[src/rtl/pipeline_ctrl.sv]
// pipeline_ctrl: MIPS pipeline sequencer/hazard unit; ports: clk/reset, ID/EX hazard fields, mispredict, halt_detected, dbg_run/step/stop in; latch enables/flushes, halted, state_out, cycle_count out
module pipeline_ctrl #(
    parameter int DRAIN_CYCLES = 4,
    parameter int CNT_WIDTH    = 32
) (
    input  logic                 clk,
    input  logic                 reset,
    input  logic [4:0]           id_rs,
    input  logic [4:0]           id_rt,
    input  logic                 id_uses_rs,
    input  logic                 id_uses_rt,
    input  logic                 ex_mem_read,
    input  logic [4:0]           ex_rt,
    input  logic                 mispredict,
    input  logic                 halt_detected,
    input  logic                 dbg_run,
    input  logic                 dbg_step,
    input  logic                 dbg_stop,
    output logic                 pipe_enable,
    output logic                 pc_write,
    output logic                 if_id_write,
    output logic                 if_id_flush,
    output logic                 id_ex_flush,
    output logic                 halted,
    output logic [2:0]           state_out,
    output logic [CNT_WIDTH-1:0] cycle_count
);
    typedef enum logic [2:0] {IDLE = 3'd0, RUN = 3'd1, STEP = 3'd2, DRAIN = 3'd3, HALTED = 3'd4} state_t;
    state_t     state, next_state;
    logic [3:0] drain_cnt;
    logic       load_use, take_halt;

    assign load_use  = ex_mem_read && ex_rt != 5'd0 &&
                       ((id_uses_rs && id_rs == ex_rt) || (id_uses_rt && id_rt == ex_rt));
    assign take_halt = halt_detected && !mispredict;
    assign halted    = state == HALTED;
    assign state_out = state;

    always_comb begin
        pipe_enable = 1'b0;
        pc_write    = 1'b0;
        if_id_write = 1'b0;
        if_id_flush = 1'b0;
        id_ex_flush = 1'b0;
        next_state  = state;
        case (state)
            IDLE: next_state = dbg_run ? RUN : dbg_step ? STEP : IDLE;
            RUN, STEP: begin
                pipe_enable = 1'b1;
                pc_write    = mispredict || !load_use;
                if_id_write = mispredict || !load_use;
                if_id_flush = mispredict;
                id_ex_flush = mispredict || load_use;
                next_state  = take_halt ? DRAIN : (state == STEP || dbg_stop) ? IDLE : RUN;
            end
            DRAIN: begin
                pipe_enable = 1'b1;
                if_id_write = 1'b1;
                if_id_flush = 1'b1;
                next_state  = drain_cnt == 4'd0 ? HALTED : DRAIN;
            end
            HALTED:  next_state = HALTED;
            default: next_state = IDLE;
        endcase
    end

    always_ff @(posedge clk) begin
        if (reset) begin
            state       <= IDLE;
            drain_cnt   <= 4'd0;
            cycle_count <= '0;
        end else begin
            state       <= next_state;
            drain_cnt   <= (next_state == DRAIN && state != DRAIN) ? 4'(DRAIN_CYCLES - 1) :
                           (state == DRAIN && drain_cnt != 4'd0) ? drain_cnt - 4'd1 : drain_cnt;
            cycle_count <= cycle_count + CNT_WIDTH'(pipe_enable && cycle_count != '1);
        end
    end
endmodule
[config.mk]
export PLATFORM = sky130hd
export DESIGN_NAME = pipeline_ctrl
export DESIGN_NICKNAME = d
export VERILOG_FILES = /design/src/rtl/pipeline_ctrl.sv
export SDC_FILE = /design/constraint.sdc
export NUM_CORES = 1
export LEC_CHECK = 0
export CORE_UTILIZATION = 48
export CTS_CLUSTER_DIAMETER = 120
export DETAILED_ROUTE_END_ITERATION = 8
export DONT_BUFFER_PORTS = 1
export PLACE_DENSITY = 0.62
export SYNTH_ARGS = -nofsm -noshare
export SYNTH_HDL_FRONTEND = slang
export SYNTH_SLANG_ARGS = --single-unit
[constraint.sdc]
create_clock -name clk -period 3.17 [get_ports clk]
set_input_delay 0.7925 -clock clk [delete_from_list [all_inputs] [get_ports clk]]
set_output_delay 0.7925 -clock clk [all_outputs]
set_load 0.02 [all_outputs]
==> results of run 1 <==
==> logic make-up after synthesis <==
family	synth area share [%]
AO/OA/AOI/OAI	5.274
multiplexers	1.093
adder cells (fa/ha/maj)	1.929
flip-flops	40.13
AND/OR/NAND/NOR	31.25
buffers and inverters	2.315
XOR/XNOR	18.01
==> through the flow <==
stage	setup slack (ns)	hold slack [ns]
4_1_cts	0.3088	0.5043
5_1_grt	0.03252	0.5219
3_5_place_dp	0.3266	0.4908
6_report	0.3047	0.5057
3_3_place_gp	0.3867	0.4773
2_1_floorplan	0.2788	0.4651
==> cell type report <==
type	count	share of cell area [%]
Clock buffer	6	3.700
Tap cell	48	2.691
Sequential cell	39	34.98
Timing Repair Buffer	18	6.054
Clock inverter	2	1.570
Inverter	5	0.8408
Multi-Input combinational cell	175	50.17
==> cells in the mapped netlist (2+ instances only) <==
master and count:
inv_1 5, nand3_1 11, nand4_2 4, and4_1 2, xnor2_1 11, a21oi_1 5
nor4_1 5, or3_1 2, and3_1 5, or4_1 2, nand2_1 13, and2_1 2
xor2_1 29, nor3_1 9, nor2b_1 2, ha_1 3, dfxtp_1 39, o21ai_0 4
nand4_1 9, nor2_1 42, clkbuf_1 6
==> report_power, final <==
group	internal [mW]	switching [mW]	total (mW)	leakage, nW
Combinational	0.0328	0.0422	0.0750	0.498
Clock	0.255	0.165	0.420	0.0612
Sequential	0.499	0.0209	0.520	0.315
==> layout by cell type (no fill, tap or decap), types with 2 or more instances in the layout <==
cell type,instances
nor2_1,42
dfxtp_1,39
xor2_1,29
buf_4,18
nand2_1,13
nand3_1,11
xnor2_1,11
nand4_1,9
nor3_1,9
clkbuf_8,6
and3_1,5
nor4_1,5
inv_1,5
a21oi_1,5
nand4_2,4
o21ai_0,4
ha_1,3
and2_1,2
and4_1,2
or4_1,2
or3_1,2
nor2b_1,2
==> flip-flops by register name, summed over array words and instances, names as in the netlist <==
name,count
cycle_count,32
drain_cnt,4
state_out,3
==> worst min-delay path: cells and delay by family (launching register included) <==
family          cells  cell delay [ns]
flops               1             0.34
simple gates        1             0.06
compound gates      1             0.06
==> routing by layer <==
| metal | global-route usage (%) | wire [um] | vias up |
|---|---|---|---|
| met5 | 0 | 0 | - |
| met4 | 7.337 | 51 | 0 |
| met3 | 8.854 | 326 | 6 |
| met2 | 33.16 | 1960 | 53 |
| met1 | 22.39 | 1785 | 755 |
| li1 | - | - | 822 |
==> worst paths after layout <==
check	startpoint	to	slack [ns]	depth (start not counted)
max	ex_rt[1]	if_id_write	0.30	5
min	drain_cnt[2]$_SDFFE_PP0N_	drain_cnt[2]$_SDFFE_PP0N_	0.51	2
max reg2reg	cycle_count[25]$_SDFF_PP0_	cycle_count[26]$_SDFF_PP0_	0.38	12
min reg2reg	drain_cnt[2]$_SDFFE_PP0N_	drain_cnt[2]$_SDFFE_PP0N_	0.51	2
==> metrics.cfg, run 1 <==
[global_routing]
grt_max_degree = 40
grt_usage_pct = 20.01
grt_pass1_vias = 1557
grt_pass1_wl_um = 6589
antenna_found_initial = 0
grt_overflow = 0

[synth]
synth_top_cell_by_area = dfxtp_1
netlist_top_cells_area = dfxtp_1 (40%), xor2_1 (13%), nor2_1 (8.1%)
synth_seq_cells = 39
yosysSeqAreaShare_pct = 40.13
ys_warn_count = 0
synthesis.area_um2 = 1946
syn_avg_cell_area_um2 = 8.609
async_flop_share_pct = 0
synth_flop_cell = dfxtp_1
synth_cell_types = 37
synth_top_area_share_pct = 40.13
synth-edff-count = 0
synth_nets = 254
syn_inst = 226

[route]
num_vias = 1636
drtAntennaViolNets = 0
drt-wirelength-per-cell_um = 14.08
drc = 0
drt_pass1_iterations = 4
wl_um = 4124
drt-initial-drc-count = 69
avgViaCountPerCell = 5.584

[pwr]
totalPowerFinal_mw = 1.014
cellPowerDensity_nw_per_um2 = 454.4
p_leak_nw = 0.8741
vdd_drop_max_mv = 0.3205

[critical_path]
cp-end-kind = output port
path_buf_inv = 1
critPathArrivalTime_ns = 2.07
worstPathCellList = or4_1, o21ai_0, a2111oi_0, nor3_1, buf_4
worst_setup_path_start_kind = input pin
critical_path_class = input pin to output port
cp_slowest_cell = or4_1
crit_fanout = 3
max_stage_delay_ns = 0.52
path_delay_family = simple AND/OR/NAND/NOR gates
required_ns = 2.38

[clocking]
cts_max_path_buffers = 2
cts_root_buffer = clkbuf_8
cts.clk_slew.worst_paths_ns = 0.07
cts_tree = built
cts-buffers-inserted = 5
cts_htree_levels = 2
cts-resized-gates = 0
hold_buffers = 0
clk_latency_ns = 0.29
cts_setup_buffers = 0
clock_sinks = 39

[placed_design]
place_inst = 285
dpl.hpwl_um = 3053
routabilityCongestion = 0.7907
buffer_ports.inserted = 0
dpl_cell_area_um2 = 2115

[floorplanning]
die_h_um = 65.67
boundaryPins = 66
initial_core_util_pct = 51.59
die_area_um2 = 4312
die_w_um = 65.67
core_um2 = 3771
placementRows = 22

[timing]
tightest_slew_ns = 1.002
max_freq_ghz = 0.3490
fin_crit_ns = 2.865
setup_violations = 0
finalSetupTns_ns = 0
finalHoldViolations = 0
post-route-period-util_pct = 90.39
skew_ns = 0.009707
drv_slew = 0
rsz0062_at_grt = no
relSlewSlack_pct = 32.26

[finish]
nNetsFinal = 272
antenna_cells = 0
stdcell_count = 293
postLayoutCellArea_um2 = 2232
ff_latch_area_um2 = 780.7
drive_gt1_share_pct = 13.47
fillCellCount = 348
multiInputGateArea_um2 = 1120
post-route-util_pct = 59.19
area_delta_synth_final_pct = 14.73

[status]
status = finished, final reports clean

[run]
drv_cap = 0

[hold_path]
hold_path_class = flop to flop

(Power assumes the default switching activity.)
==> run 2, diff against run 1 <==
Settings changed: CORE_ASPECT_RATIO set to 1.1, CORE_UTILIZATION 48 to 40, PLACE_DENSITY 0.62 to 0.53.
==> run 2 against run 1 <==
  * Fmax fell by 0.50%
  * Cell area rose by 1.1%
  * Sequential power barely moved
  * Critical path depth rose by 1
  * First-iteration DRC count fell by 52%
  * Combinational power rose by 0.5%
  * Utilization fell by 11 points
  * Critical endpoint unchanged
  * Largest cell class unchanged
==> metrics.cfg, run 2 (synthesis results as in run 1) <==
[pwr]
swShare_pct = 24.78
intPower_uw = 703.2
seqPwrFrac_pct = 55.5
switching_power_uw = 231.7
p_leak_nw = 0.8926
cellPowerDensity_nw_per_um2 = 414.2
vdd_drop_max_mv = 0.2157
totalPowerFinal_uw = 934.9
pwr-share-clk_pct = 36.4
combinationalPowerShare_pct = 8.1

[critical_path]
critical_path_class = input pin to output port
r2r_cells = 12
r2r_setup_slack_ns = 0.37
critPathArrivalTime_ns = 2.09
required_ns = 2.38
cp-end-kind = output port
worst_setup_path_start_kind = input pin
crit_fanout = 3
worstReg2RegEnd = cycle_count[10]$_SDFF_PP0_
r2r-start = cycle_count[26]$_SDFF_PP0_
startpoint = ex_rt[3]

[timing]
post-route-period-util_pct = 90.84
finalSetupTns_ns = 0
setup_violations = 0
relSlewSlack_pct = 55.46
tightest_slew_ns = 0.6630
skew_ns = 0.003659
finalHoldViolations = 0
rsz0062_at_grt = no
max_freq_ghz = 0.3473
drv_slew = 0
fin_crit_ns = 2.880

[floorplanning]
placementRows = 26
die_w_um = 68.50
initial_core_util_pct = 41.82
die_area_um2 = 5147
boundaryPins = 66
die_h_um = 75.15
core_um2 = 4652

[finish]
ff_latch_area_um2 = 780.7
drive_gt1_share_pct = 15.20
final_common_cell = nor2_1
postLayoutCellArea_um2 = 2257
antenna_cells = 0
largest_register_ffs = 32
nNetsFinal = 278
post-route-util_pct = 48.52
multiInputGateArea_um2 = 1120
area_delta_synth_final_pct = 16.01
stdcell_count = 306
mostFrequentLayoutCells = nor2_1 (42), dfxtp_1 (39), xor2_1 (29)
largest-register = cycle_count
fillCellCount = 466

[clocking]
cts-resized-gates = 0
cts_max_path_buffers = 2
cts_root_buffer = clkbuf_8
cts_tree = built
cts.clk_slew.worst_paths_ns = 0.07
clock_sinks = 39
cts_htree_levels = 2
clk_latency_ns = 0.29
hold_buffers = 0
cts-buffers-inserted = 5
cts_setup_buffers = 0

[placed_design]
dpl_cell_area_um2 = 2170
place_inst = 299
dpl.hpwl_um = 3037
routabilityCongestion = 0.7104
buffer_ports.inserted = 0

[route]
avgViaCountPerCell = 5.327
num_vias = 1630
drt-wirelength-per-cell_um = 13.71
wl_um = 4194
drtAntennaViolNets = 0
drt_pass1_iterations = 4
drt-initial-drc-count = 33
drc = 0

[global_routing]
grt_max_degree = 40
grt_pass1_vias = 1453
grt_overflow = 0
grt_usage_pct = 17.11
grt_pass1_wl_um = 6472
antenna_found_initial = 0

[hold_path]
hold_depth = 2
hold_path_class = flop to flop
holdPathEnd = drain_cnt[2]$_SDFFE_PP0N_
hp-start = drain_cnt[2]$_SDFFE_PP0N_

[run]
drv_cap = 0

[status]
status = finished, final reports clean

## run 2: cell types whose count changed in the layout (fill, tap and decap cells not counted), sizes merged
cell and change:
buf +6, bufinv -1
## run 2: power groups by stage
stage                     Sequential [mW]  Clock, mW  Combinational, mW
after floorplan                     0.525          0             0.0728
after global placement              0.531          0             0.0746
after detailed placement            0.531          0             0.0757
after CTS                           0.519      0.358             0.0763
after global routing                0.522      0.372             0.0893
final                               0.519      0.340             0.0754
## run 2: worst max-delay path: stages
cell       delay, ns
xor2_1          0.14
nor4_1          0.32
a32oi_1         0.19
a2111oi_0       0.38
nor3_1          0.08
buf_4           0.18
## run 2: worst max path at each step
stage / endpoint / slack (ns) / depth (start not counted)
6_report: if_id_write / 0.29 / 6
5_1_grt: cycle_count[10]$_SDFF_PP0_ / 0.04 / 12
4_1_cts: if_id_write / 0.24 / 6
3_5_place_dp: if_id_write / 0.25 / 6
3_3_place_gp: if_id_write / 0.30 / 6
2_1_floorplan: if_id_write / 0.28 / 4
## run 2: final cells by class
| cell class | instances | area share (%) |
|---|---|---|
| clock buffer | 6 | 3.659 |
| clock inverter | 1 | 0.2217 |
| inverter | 5 | 0.8315 |
| multi-input combinational | 175 | 49.61 |
| sequential | 39 | 34.59 |
| tap | 56 | 3.104 |
| timing repair buffer | 24 | 7.982 |
## run 2: stage by stage
step / hold WS (ns) / setup slack, ns
detailed placement: 0.4865 / 0.2475
global placement: 0.4849 / 0.2986
floorplan: 0.4651 / 0.2788
global route: 0.5504 / 0.03840
CTS: 0.4986 / 0.2425
finish: 0.5038 / 0.2903
## run 2: per-layer routing
layer	vias up	GRT usage (%)	wire length [um]
met5	-	0	0
met4	0	6.944	55
met3	4	6.212	349
met2	56	28.98	1950
met1	736	19.28	1838
li1	834	-	-
